==> src/rtl/tree_pkg.sv <==
// Tree-image definitions shared by the walker and the tree generator:
// node word layout, command opcodes and node field slice helpers.
package tree_pkg;

  localparam int ID_W      = 8;
  localparam int ADDR_W    = 8;
  localparam int MAX_CHILD = 4;
  localparam int MAX_DEPTH = 4;
  localparam int DEPTH_W   = $clog2(MAX_DEPTH + 1);
  localparam int SLOT_W    = $clog2(MAX_CHILD);
  // Node word: {parent, child[MAX_CHILD-1] .. child[0], id}
  localparam int NODE_W    = ID_W + ADDR_W * (MAX_CHILD + 1);

  typedef enum logic [1:0] {
    OP_DESCEND = 2'd0,
    OP_ASCEND  = 2'd1,
    OP_ROOT    = 2'd2
  } tree_op_e;

  function automatic logic [ADDR_W-1:0] node_child(input logic [NODE_W-1:0] node,
                                                   input logic [SLOT_W-1:0] k);
    return node[ID_W + int'(k) * ADDR_W +: ADDR_W];
  endfunction

  function automatic logic [ADDR_W-1:0] node_parent(input logic [NODE_W-1:0] node);
    return node[NODE_W-1 -: ADDR_W];
  endfunction

  function automatic logic [ID_W-1:0] node_id(input logic [NODE_W-1:0] node);
    return node[ID_W-1:0];
  endfunction

  // The reserved opcode behaves as ROOT.
  function automatic tree_op_e decode_op(input logic [1:0] op);
    case (op)
      2'd0:    return OP_DESCEND;
      2'd1:    return OP_ASCEND;
      default: return OP_ROOT;
    endcase
  endfunction

endpackage

==> src/rtl/tree_walk_ctrl.sv <==
// Walks the tree image in a single-read-port node RAM: DESCEND/ASCEND/ROOT
// commands, one child slot probed per read, one response per command.
//
// state   | meaning
// INIT_RD | issue the read of the root word (addr 0)
// INIT_LD | capture root word, enter IDLE
// IDLE    | cmd_ready high, accept and classify a command
// RD      | read strobe cycle for the current slot / parent / root
// CMP     | node word valid: compare id or load node
// RESP    | response held until rsp_ready
module tree_walk_ctrl
  import tree_pkg::*;
(
  input  logic              clk,
  input  logic              rst,
  input  logic              cmd_valid,
  output logic              cmd_ready,
  input  logic [1:0]        cmd_op,
  input  logic [ID_W-1:0]   cmd_id,
  output logic              rsp_valid,
  input  logic              rsp_ready,
  output logic              rsp_found,
  output logic [ADDR_W-1:0] rsp_node_addr,
  output logic [ID_W-1:0]   rsp_node_id,
  output logic [DEPTH_W-1:0] rsp_depth,
  output logic              mem_rd_en,
  output logic [ADDR_W-1:0] mem_rd_addr,
  input  logic [NODE_W-1:0] mem_rd_data
);

  localparam logic [DEPTH_W-1:0] DEPTH_MAX = DEPTH_W'(MAX_DEPTH);
  localparam logic [SLOT_W-1:0]  SLOT_LAST = SLOT_W'(MAX_CHILD - 1);

  typedef enum logic [2:0] {
    ST_INIT_RD,
    ST_INIT_LD,
    ST_IDLE,
    ST_RD,
    ST_CMP,
    ST_RESP
  } state_e;

  state_e              r_state;
  tree_op_e            r_op;
  logic [ID_W-1:0]     r_id;
  logic [SLOT_W-1:0]   r_slot;
  logic [ADDR_W-1:0]   r_cur_addr;
  logic [NODE_W-1:0]   r_cur_node;
  logic [DEPTH_W-1:0]  r_depth;
  logic                r_cmd_ready;
  logic                r_rsp_valid;
  logic                r_rsp_found;
  logic                r_mem_rd_en;
  logic [ADDR_W-1:0]   r_mem_rd_addr;

  tree_op_e            w_op;
  logic [SLOT_W-1:0]   w_slot_nxt;
  logic [ADDR_W-1:0]   w_cur_child;
  logic [ADDR_W-1:0]   w_first_child;
  logic [ADDR_W-1:0]   w_next_child;
  logic                w_match;

  assign w_op          = decode_op(cmd_op);
  assign w_slot_nxt    = r_slot + 1'b1;
  assign w_cur_child   = node_child(r_cur_node, r_slot);
  assign w_first_child = node_child(r_cur_node, '0);
  assign w_next_child  = node_child(r_cur_node, w_slot_nxt);
  // An id of 0 is never a valid search key, so it can never hit.
  assign w_match       = (node_id(mem_rd_data) == r_id) && (r_id != '0);

  // The read strobe is registered on entry to RD so it is high exactly in RD.
  always_ff @(posedge clk) begin
    if (rst) begin
      r_state       <= ST_INIT_RD;
      r_op          <= OP_ROOT;
      r_id          <= '0;
      r_slot        <= '0;
      r_cur_addr    <= '0;
      r_cur_node    <= '0;
      r_depth       <= '0;
      r_cmd_ready   <= 1'b0;
      r_rsp_valid   <= 1'b0;
      r_rsp_found   <= 1'b0;
      r_mem_rd_en   <= 1'b0;
      r_mem_rd_addr <= '0;
    end else begin
      case (r_state)
        ST_INIT_RD: begin
          if (!r_mem_rd_en) begin
            r_mem_rd_en   <= 1'b1;
            r_mem_rd_addr <= '0;
          end else begin
            r_mem_rd_en <= 1'b0;
            r_state     <= ST_INIT_LD;
          end
        end
        ST_INIT_LD: begin
          r_cur_node  <= mem_rd_data;
          r_cur_addr  <= '0;
          r_depth     <= '0;
          r_cmd_ready <= 1'b1;
          r_state     <= ST_IDLE;
        end
        ST_IDLE: begin
          if (cmd_valid) begin
            r_cmd_ready <= 1'b0;
            r_op        <= w_op;
            r_id        <= cmd_id;
            r_slot      <= '0;
            case (w_op)
              OP_DESCEND: begin
                if (r_depth == DEPTH_MAX) begin
                  r_rsp_valid <= 1'b1;
                  r_rsp_found <= 1'b0;
                  r_state     <= ST_RESP;
                end else begin
                  r_mem_rd_en   <= (w_first_child != '0);
                  r_mem_rd_addr <= w_first_child;
                  r_state       <= ST_RD;
                end
              end
              OP_ASCEND: begin
                if (r_depth == '0) begin
                  r_rsp_valid <= 1'b1;
                  r_rsp_found <= 1'b0;
                  r_state     <= ST_RESP;
                end else begin
                  r_mem_rd_en   <= 1'b1;
                  r_mem_rd_addr <= node_parent(r_cur_node);
                  r_state       <= ST_RD;
                end
              end
              default: begin
                r_mem_rd_en   <= 1'b1;
                r_mem_rd_addr <= '0;
                r_state       <= ST_RD;
              end
            endcase
          end
        end
        ST_RD: begin
          r_mem_rd_en <= 1'b0;
          if ((r_op == OP_DESCEND) && (w_cur_child == '0)) begin
            r_rsp_valid <= 1'b1;
            r_rsp_found <= 1'b0;
            r_state     <= ST_RESP;
          end else begin
            r_state <= ST_CMP;
          end
        end
        ST_CMP: begin
          case (r_op)
            OP_DESCEND: begin
              if (w_match) begin
                r_cur_node  <= mem_rd_data;
                r_cur_addr  <= w_cur_child;
                r_depth     <= r_depth + 1'b1;
                r_rsp_valid <= 1'b1;
                r_rsp_found <= 1'b1;
                r_state     <= ST_RESP;
              end else if (r_slot == SLOT_LAST) begin
                r_rsp_valid <= 1'b1;
                r_rsp_found <= 1'b0;
                r_state     <= ST_RESP;
              end else begin
                r_slot        <= w_slot_nxt;
                r_mem_rd_en   <= (w_next_child != '0);
                r_mem_rd_addr <= w_next_child;
                r_state       <= ST_RD;
              end
            end
            OP_ASCEND: begin
              r_cur_node  <= mem_rd_data;
              r_cur_addr  <= node_parent(r_cur_node);
              r_depth     <= r_depth - 1'b1;
              r_rsp_valid <= 1'b1;
              r_rsp_found <= 1'b1;
              r_state     <= ST_RESP;
            end
            default: begin
              r_cur_node  <= mem_rd_data;
              r_cur_addr  <= '0;
              r_depth     <= '0;
              r_rsp_valid <= 1'b1;
              r_rsp_found <= 1'b1;
              r_state     <= ST_RESP;
            end
          endcase
        end
        ST_RESP: begin
          if (rsp_ready) begin
            r_rsp_valid <= 1'b0;
            r_cmd_ready <= 1'b1;
            r_state     <= ST_IDLE;
          end
        end
        default: r_state <= ST_INIT_RD;
      endcase
    end
  end

  // Position outputs come straight from the position registers, which only
  // change on the cycle a response is raised, so they hold through RESP.
  assign cmd_ready     = r_cmd_ready;
  assign rsp_valid     = r_rsp_valid;
  assign rsp_found     = r_rsp_found;
  assign rsp_node_addr = r_cur_addr;
  assign rsp_node_id   = node_id(r_cur_node);
  assign rsp_depth     = r_depth;
  assign mem_rd_en     = r_mem_rd_en;
  assign mem_rd_addr   = r_mem_rd_addr;

endmodule

==> config.mk <==
export PLATFORM = sky130hd
export DESIGN_NAME = tree_walk_ctrl
export DESIGN_NICKNAME = d
export VERILOG_FILES = /design/src/rtl/tree_pkg.sv /design/src/rtl/tree_walk_ctrl.sv
export SDC_FILE = /design/constraint.sdc
export NUM_CORES = 1
export LEC_CHECK = 0
export ABC_AREA = 1
export CAP_MARGIN = 20
export CORE_ASPECT_RATIO = 0.6
export CORE_MARGIN = 2
export CORE_UTILIZATION = 45
export DETAILED_ROUTE_END_ITERATION = 10
export PLACE_DENSITY_LB_ADDON = 0.12
export RECOVER_POWER = 50
export SKIP_LAST_GASP = 1
export SLEW_MARGIN = 30
export SYNTH_ARGS = -nofsm -noshare
export SYNTH_HDL_FRONTEND = slang
export SYNTH_SLANG_ARGS = --single-unit
==> constraint.sdc <==
create_clock -name clk -period 1.8 [get_ports clk]
set_input_delay 0.18 -clock clk [delete_from_list [all_inputs] [get_ports clk]]
set_output_delay 0.18 -clock clk [all_outputs]
set_load 0.01 [all_outputs]
==> summary.txt <==
dpl cell area: 5790 um2
startpoint types: register
Total GRT Usage: 0.272
insertion delay to the later sink of the worst-skew pair: 0.35 ns
EDFF count, synth: 0
layout cells sized above 1: 0.236
ys async rst share: 0
Worst-path clk slew: 0.07 ns
FF-to-FF path depth: 13
global-route wire length before repair: 22.8 mm
failing checks: negative setup slack
Site Rows: 28
commonest non-fill, non-tap cell in the layout: nand2_1
cells after synthesis: 687
leakage: 0.00297 uW
GPL Wtd Cong: 0.964
CORE AREA: 9810 um2
final instance area: 6900 um2
Net count, final: 891
final slew viol count: 0
drt wl/cell: 16.9 um
Cell Int Power: 5630 uW
Die X: 133 um
Most used DFF post-synth: dfxtp_1
clock network fraction of design power: 0.197
CP required: 2.08 ns
antenna fix cells: 0
critical path class: register to register
Final min period: 1.82 ns
Mapped Area: 4510 um2
Slew @ Worst Pin: 0.500 ns
Sw Share: 0.391
Sinks on Clock Net: 86
Final Hold Fails: 0
min-delay worst type: primary input to register
pin count of the biggest net entering global routing: 50
drt total wl: 16.3 mm
CTS H-tree depth: 3
GRT overflow: 0
initial antenna violation count: 0
register bit count reported by yosys: 86
status: complete, but fails checks
via count: 5169
worst hold stages: 3
Post-Layout Cell Count: 967
final cycle utilization of the critical path: 1.01
num ports: 93
CP max FO: 9
vias in the first global route: 4331
clock skew: 0.00871 ns
Area Overhead vs Synth: 53.2%
placed cell count: 924
Seq/Total Area, Yosys: 0.382
CP endpoint kind: register
Root Buffer: clkbuf_16
most frequent cells in the layout: nand2_1, inv_1, dfxtp_1, o21ai_0, clkdlybuf4s50_1
DP HPWL: 10.5 mm
Final setup viols: 14
area of the die: 10900 um2
pwr dens: 1340 nW/um2
total CTS buffers: 9
unrepaired setup endpoints after global routing: yes
maximum clock path buffer count: 2
YS warnings: 0
average size of a mapped cell: 6.56 um2
Pre-Repair DR Iteration Count: 5
post-layout worst setup margin: -0.0166 ns
Max Cap Violations: 0
internal reg-to-reg setup slack: -0.02 ns
Initial Util: 0.459
CTS tree: yes
die height: 81.5 um
VDD IR max: 0.648 mV
Distinct cells, synth: 32
fillers: 833
fmax: 550 MHz
Net Sw Power: 3620 uW
Slew HR: 0.664
detailed-route DRC error count: 0
port bufs: 92
Mapped Nets: 751
via density per instance: 5.35
logic gate share of total power: 0.485
CP arrival: 2.10 ns
Final ANT Viol Nets: 0
Reg power frac: 0.317
Iter 0 DRT Violations: 482
[repair_timing]
item,CTS,global route
pin swaps,0,46
gates cloned,1,13
gates resized for setup,4,137
buffers inserted,0,14
hold buffers,0,0
endpoints found under the setup margin,4,71
[critical path, stage by stage (launching register included)]
cell     delay (ns)
dfxtp_4        0.35
inv_2          0.07
nand2_2        0.06
nand2_2        0.07
nand2_2        0.07
nor2_2         0.12
nand3_2        0.11
nand2_2        0.11
nand2_4        0.06
o21ai_4        0.16
buf_12         0.22
buf_8          0.14
o21ai_0        0.09
a21oi_1        0.12
[metrics by stage]
stage	setup slack (ns)	TNS, ns	hold WS, ns	utilization	power (uW)
2_1_floorplan	0.121	0	0.249	-	4800
5_1_grt	-0.100	-3.17	0.383	0.703	9770
4_1_cts	-0.00703	-0.0114	0.361	0.624	8020
6_report	-0.0166	-0.0871	0.366	0.703	9250
3_5_place_dp	-0.280	-14.74	0.443	0.591	6050
3_3_place_gp	-0.149	-7.35	0.435	0.591	6000
[area by class of cell]
type	instances	area, um2	area share
Clock buffer	10	239	0.0346
Clock inverter	6	51.3	0.00743
Inverter	98	383	0.0555
Multi-Input combinational cell	460	2460	0.357
Sequential cell	86	1730	0.251
Tap cell	135	169	0.0245
Timing Repair Buffer	172	1860	0.270
[metal layers]
metal | wire [um] | global-route usage | up-vias
met5 | 0 | 0 | -
met4 | 126 | 0.0521 | 0
met3 | 1480 | 0.0463 | 13
met2 | 6240 | 0.359 | 235
met1 | 8480 | 0.446 | 2424
li1 | - | - | 2497
[cells in the mapped netlist (2+ instances only)]
| cell type | count | area [um2] |
|---|---|---|
| nor2_1 | 40 | 150 |
| o21ai_1 | 4 | 20.0 |
| nand2_2 | 2 | 12.5 |
| o21ai_0 | 80 | 400 |
| buf_6 | 8 | 90.1 |
| inv_2 | 7 | 26.3 |
| nand2_1 | 168 | 631 |
| buf_4 | 11 | 82.6 |
| nand4_1 | 7 | 43.8 |
| dfxtp_1 | 86 | 1720 |
| nor3_1 | 3 | 15.0 |
| o211ai_1 | 2 | 15.0 |
| o22ai_1 | 15 | 93.8 |
| clkinv_1 | 2 | 7.51 |
| inv_1 | 89 | 334 |
| nand3_1 | 46 | 230 |
| buf_2 | 10 | 50.1 |
| a21oi_1 | 81 | 405 |
| clkbuf_1 | 13 | 48.8 |
[sequential cells by signal, indices dropped and copies added (netlist names), 2 cells and up]
signal,count
r_cur_node,48
mem_rd_addr,8
r_id,8
rsp_node_addr,8
r_state,3
rsp_depth,3
r_op,2
r_slot,2
[kinds of logic after synthesis]
| group | after synthesis | share of synthesized area |
|---|---|---|
| AND/OR/NAND/NOR | 269 | 0.246 |
| AO/OA/AOI/OAI | 188 | 0.220 |
| buffers and inverters | 141 | 0.143 |
| flip-flops | 86 | 0.382 |
| adder cells (fa/ha/maj) | 2 | 0.00722 |
| XOR/XNOR | 1 | 0.00194 |
[power by group through the flow]
stage                     Sequential, uW  Clock (uW)  Combinational (uW)
after floorplan                     2830           0                1970
after global placement              2920           0                3080
after detailed placement            2920           0                3140
after CTS                           2890        1840                3290
after global routing                2990        1940                4840
final                               2930        1820                4490
[path summary, 6_finish.rpt]
kind,start,endpoint
setup / recovery,r_id[4],r_cur_node[8]
hold reg to reg,cmd_ready,cmd_ready
setup reg to reg,r_id[4],r_cur_node[8]
hold / removal,mem_rd_data[39],r_cur_node[39]
No activity file was read; power rests on OpenSTA's default activity.
==> RTL change 1 (config.mk and constraints unchanged) <==
Change the package constant `MAX_CHILD` from 4 to 8.
--- a/src/rtl/tree_pkg.sv
+++ b/src/rtl/tree_pkg.sv
@@ -4,7 +4,7 @@
 
   localparam int ID_W      = 8;
   localparam int ADDR_W    = 8;
-  localparam int MAX_CHILD = 4;
+  localparam int MAX_CHILD = 8;
   localparam int MAX_DEPTH = 4;
   localparam int DEPTH_W   = $clog2(MAX_DEPTH + 1);
   localparam int SLOT_W    = $clog2(MAX_CHILD);
Interface: changed (resized mem_rd_data); port bits go from 93 to 125. The function was not compared with the original's and may differ.
==> RTL change 1 against the original RTL <==
The run still ends with negative setup slack left; non-clock buffer count up 35; cell count up 39%; utilization down 5.1 points; sequential cell count up 33; die area up 43%; routed wire length up 28%; sequential share of layout area up 0.54 points; synthesized area up 45%; final area up 35%; worst hold slack worse by 0.062 ns; setup slack worse by 0.14 ns; power up 34%; largest cell class unchanged; largest power group unchanged.
==> RTL change 1: results (changes against the original RTL) <==
post_cts_buffers: 2  # +2
netlist_instances: 972  # +41%
final.setup.tns_ns: -1.414  # -1.327 ns
hp-start: "mem_rd_data[34]"
synth_area_leaders: "dfxtp_1 37%, o21ai_0 11%, a21oi_1 11%, inv_1 9.2%, nand2_1 9.2%"
drt_iter0_markers: 741  # +54%
reg2reg_from: "r_slot[0]"
setup_viol: 33  # +19
vias: 7002  # +35%
track_usage_pct: 25.24  # -1.9 points
outcome: "finished, violations left"
wl_met2_um: 8004  # +28%
cts_htree_levels: 4  # +1
layout.nets: 1229  # +38%
leakagePower_nw: 4.038  # +36%
layout_setup_ws_ns: -0.1587  # -0.1421 ns
hold_path_end: "r_cur_node[34]"
n_fill_cell: 1274  # +53%
p_sw_mw: 4.623  # +28%
ys_types: 34  # +6.3%
clk-insertion-delay-late_ns: 0.41  # +0.06 ns
violations: "negative setup slack"
seq_area_frac_synth_pct: 36.56  # -1.7 points
layout-drive-gt1-share_pct: 16.59  # -7.0 points
grt_pass1_vias: 5870  # +36%
worstPathArrival_ns: 2.27  # +0.17 ns
grt_pass1_wl_um: 31220  # +37%
cts_resized: 31  # +27
worst_pin_slew_ns: 0.4055  # -0.09420 ns
ir_drop_mv: 0.6147  # -5.1%
avgRoutedWirePerCell_um: 15.52  # -8.1%
dr_wl_met3_um: 2117  # +43%
## RTL change 1: cell types whose count changed in the layout (fill, tap and decap cells not counted), sizes merged, moves of 4 or more
cell,before,now
nand3,46,56
nand4,7,11
nand2,170,164
clkdlybuf4s50,62,93
clkbuf,19,28
o211ai,3,11
inv,98,170
dfxtp,86,119
xnor2,1,5
o21ai,85,160
a21oi,81,140
## RTL change 1: routing by layer
layer	vias up	GRT usage (%)
li1	3502	-
met4	0	5.734
met5	-	0
met3	34	6.103
met2	316	32.41
met1	3150	40.90
## RTL change 1: metrics by stage
| stage | cell area [um2] | setup slack [ns] | power, mW |
|---|---|---|---|
| 2_1_floorplan | 6516 | 0.07859 | 6.683 |
| 3_3_place_gp | 8055 | -0.2361 | 7.977 |
| 3_5_place_dp | 8055 | -0.2741 | 8.029 |
| 4_1_cts | 8783 | -0.1235 | 11.64 |
| 5_1_grt | 9346 | -0.2412 | 13.10 |
| 6_report | 9346 | -0.1587 | 12.40 |
## RTL change 1: kinds of logic after synthesis
| group | count (synthesis) | synth area share [%] |
|---|---|---|
| xor gates and xnor gates | 6 | 0.8064 |
| adders and majority gates | 3 | 0.6912 |
| DFF | 119 | 36.56 |
| buffers and inverters | 238 | 17.13 |
| AOI/OAI and AO/OA | 329 | 26.32 |
| and+or+nand+nor | 277 | 18.49 |
## RTL change 1: final cells by class
| type | instances | area [um2] | share of cell area, % |
|---|---|---|---|
| repair buffers | 207 | 2193 | 23.47 |
| clock inverters | 13 | 147.6 | 1.580 |
| inverters | 171 | 656.9 | 7.028 |
| flip-flops and latches | 119 | 2397 | 25.65 |
| well taps | 198 | 247.7 | 2.651 |
| clock buffers | 19 | 452.9 | 4.846 |
| multi-input cells | 616 | 3251 | 34.78 |
==> RTL change 2 (same settings) <==
Made on the original files. Reset style: asynchronous (`rst`), changed in one clocked block.
--- a/src/rtl/tree_walk_ctrl.sv
+++ b/src/rtl/tree_walk_ctrl.sv
@@ -69,7 +69,7 @@
   assign w_match       = (node_id(mem_rd_data) == r_id) && (r_id != '0);
 
   // The read strobe is registered on entry to RD so it is high exactly in RD.
-  always_ff @(posedge clk) begin
+  always_ff @(posedge clk or posedge rst) begin
     if (rst) begin
       r_state       <= ST_INIT_RD;
       r_op          <= OP_ROOT;
Behaviour: differs if rst is asserted again (counterexample within 4 cycles, from zero or initial values and one cycle with rst high); with rst held inactive, the same outputs for 4 cycles.
==> RTL change 2 against the original RTL <==
The run still ends with negative setup slack left; global-route usage up 0.89 points; sequential cell count is the same; clock skew is 0.0013 ns lower; setup slack improved by 0.0012 ns; final area decreased by 1.1%; power grew 34%; synthesized area rose by 5.3%; routed wire length down 2.9%; via count decreased by 5.4%.
==> RTL change 2: results (changes against the original RTL) <==
outcome: "finished, violations left"
violations: "negative setup slack"
grt_util_met1_pct: 45.66  # +1.0 points
drt-pass1-iter-count: 6  # +1
max_stage_delay_ns: 0.47  # +0.12 ns
netlist_instances: 640  # -6.8%
grt_pass1_wl_um: 24380  # +6.9%
vias: 4890  # -5.4%
wl_met2_um: 6203  # -0.62%
postSynthNetCount: 704  # -6.3%
power_frac_seq_pct: 29.3  # -2.4 points
grt_pass1_vias: 4564  # +5.4%
synthTopCellsByCount: "238 x nand2_1, 85 x dfrtp_1, 81 x nand3_1, 52 x inv_1, 41 x o21ai_0"
ys_types: 39  # +22%
track_usage_pct: 28.06  # +0.89 points
fin_total_pwr_mw: 12.39  # +34%
wl_met1_um: 7837  # -7.6%
skew_ns: 0.007437  # -0.001271 ns
avgRoutedWirePerCell_um: 17.32  # +2.5%
layout-drive-gt1-share_pct: 21.38  # -2.2 points
final.setup.tns_ns: -0.01534  # +0.07174 ns
grtUsageMet3_pct: 8.682  # +4.1 points
worst_pin_slew_ns: 0.8710  # +0.3712 ns
place_area_mm2: 0.006145  # +6.1%
switching_share_pct: 44.24  # +5.1 points
seq_area_frac_synth_pct: 45.40  # +7.2 points
slowest_stage: "dfrtp_2"
clock_path_buffers: 2  # unchanged
via_per_inst: 5.338  # -0.13%
synthArstFlopShare_pct: 100.0  # +100 points
grt_max_degree: 37  # -26%
crit_fanout: 8  # -1
synth_area_leaders: "dfrtp_1 45%, nand2_1 19%, nand3_1 8.5%, o21ai_0 4.3%, inv_1 4.1%"
setup_viol: 1  # -13
use_met2_pct: 35.86  # about the same
dp.cells: 889  # -3.8%
hpwl_um: 11480  # +8.9%
ir_drop_mv: 0.8664  # +34%
synth_ff_type: "dfrtp_1"
leakagePower_nw: 3.241  # +9.3%
gp_congestion: 1.022  # +6.0%
pg_clk_mw: 1.94  # +7%
dr_wl_met3_um: 1645  # +11%
hold_class: "input port to asynchronous set/reset pin"
layout_setup_ws_ns: -0.01534  # +0.001240 ns
RTL change 2: cell count changes after synthesis, moves of 7 or more:
cell / delta
dfrtp_1: +85
inv_1: -37
a21oi_1: -70
nand2_1: +70
a32oi_1: +7
o21ai_0: -39
nand3_1: +35
nor2_1: -19
dfxtp_1: -86
RTL change 2: worst reg2reg max path, delay by kind of cell, from the launching register on:
kind,cells,cell delay (ns)
buf+inv,2,0.29
fa+ha+maj,1,0.29
simple gates,6,0.49
flops,1,0.47
compound gates,1,0.16
RTL change 2: what timing repair did:
item / in CTS / in global routing
hold buffers: 0 / 0
gates resized for setup: 3 / 82
setup buffers: 0 / 9
pin swaps: 0 / 29
setup endpoints to repair: 10 / 44
gates cloned: 0 / 2
RTL change 2: path summary, 6_finish.rpt:
check                                     start        endpoint  slack, ns  depth (start not counted)
min in group clk                mem_rd_data[34]  r_cur_node[34]       0.36                          3
worst max register to register        r_slot[0]       mem_rd_en      -0.02                         10
max in group asynchronous                   rst       mem_rd_en       0.26                          3
worst min register to register        rsp_found       rsp_found       0.48                          2
worst min-delay path                        rst   r_cur_node[0]       0.33                          2
worst max-delay path                  r_slot[0]       mem_rd_en      -0.02                         10
RTL change 2: area by class of cell:
cell class,count,area [um2]
Clock buffer,10,239.0
Clock inverter,6,68.82
Fill cell,825,3232
Inverter,61,242.7
Multi-Input combinational cell,456,2394
Sequential cell,86,2157
Tap cell,135,168.9
Timing Repair Buffer,162,1553
RTL change 2: cells by family after synthesis:
logic type      count (synthesis)  share of synthesized area, %
xor+xnor                        2                        0.3694
flops                          86                         45.40
simple gates                  366                         33.18
fa+ha+maj                       2                        0.6858
compound gates                 85                         10.37
buf+inv                        99                         9.997
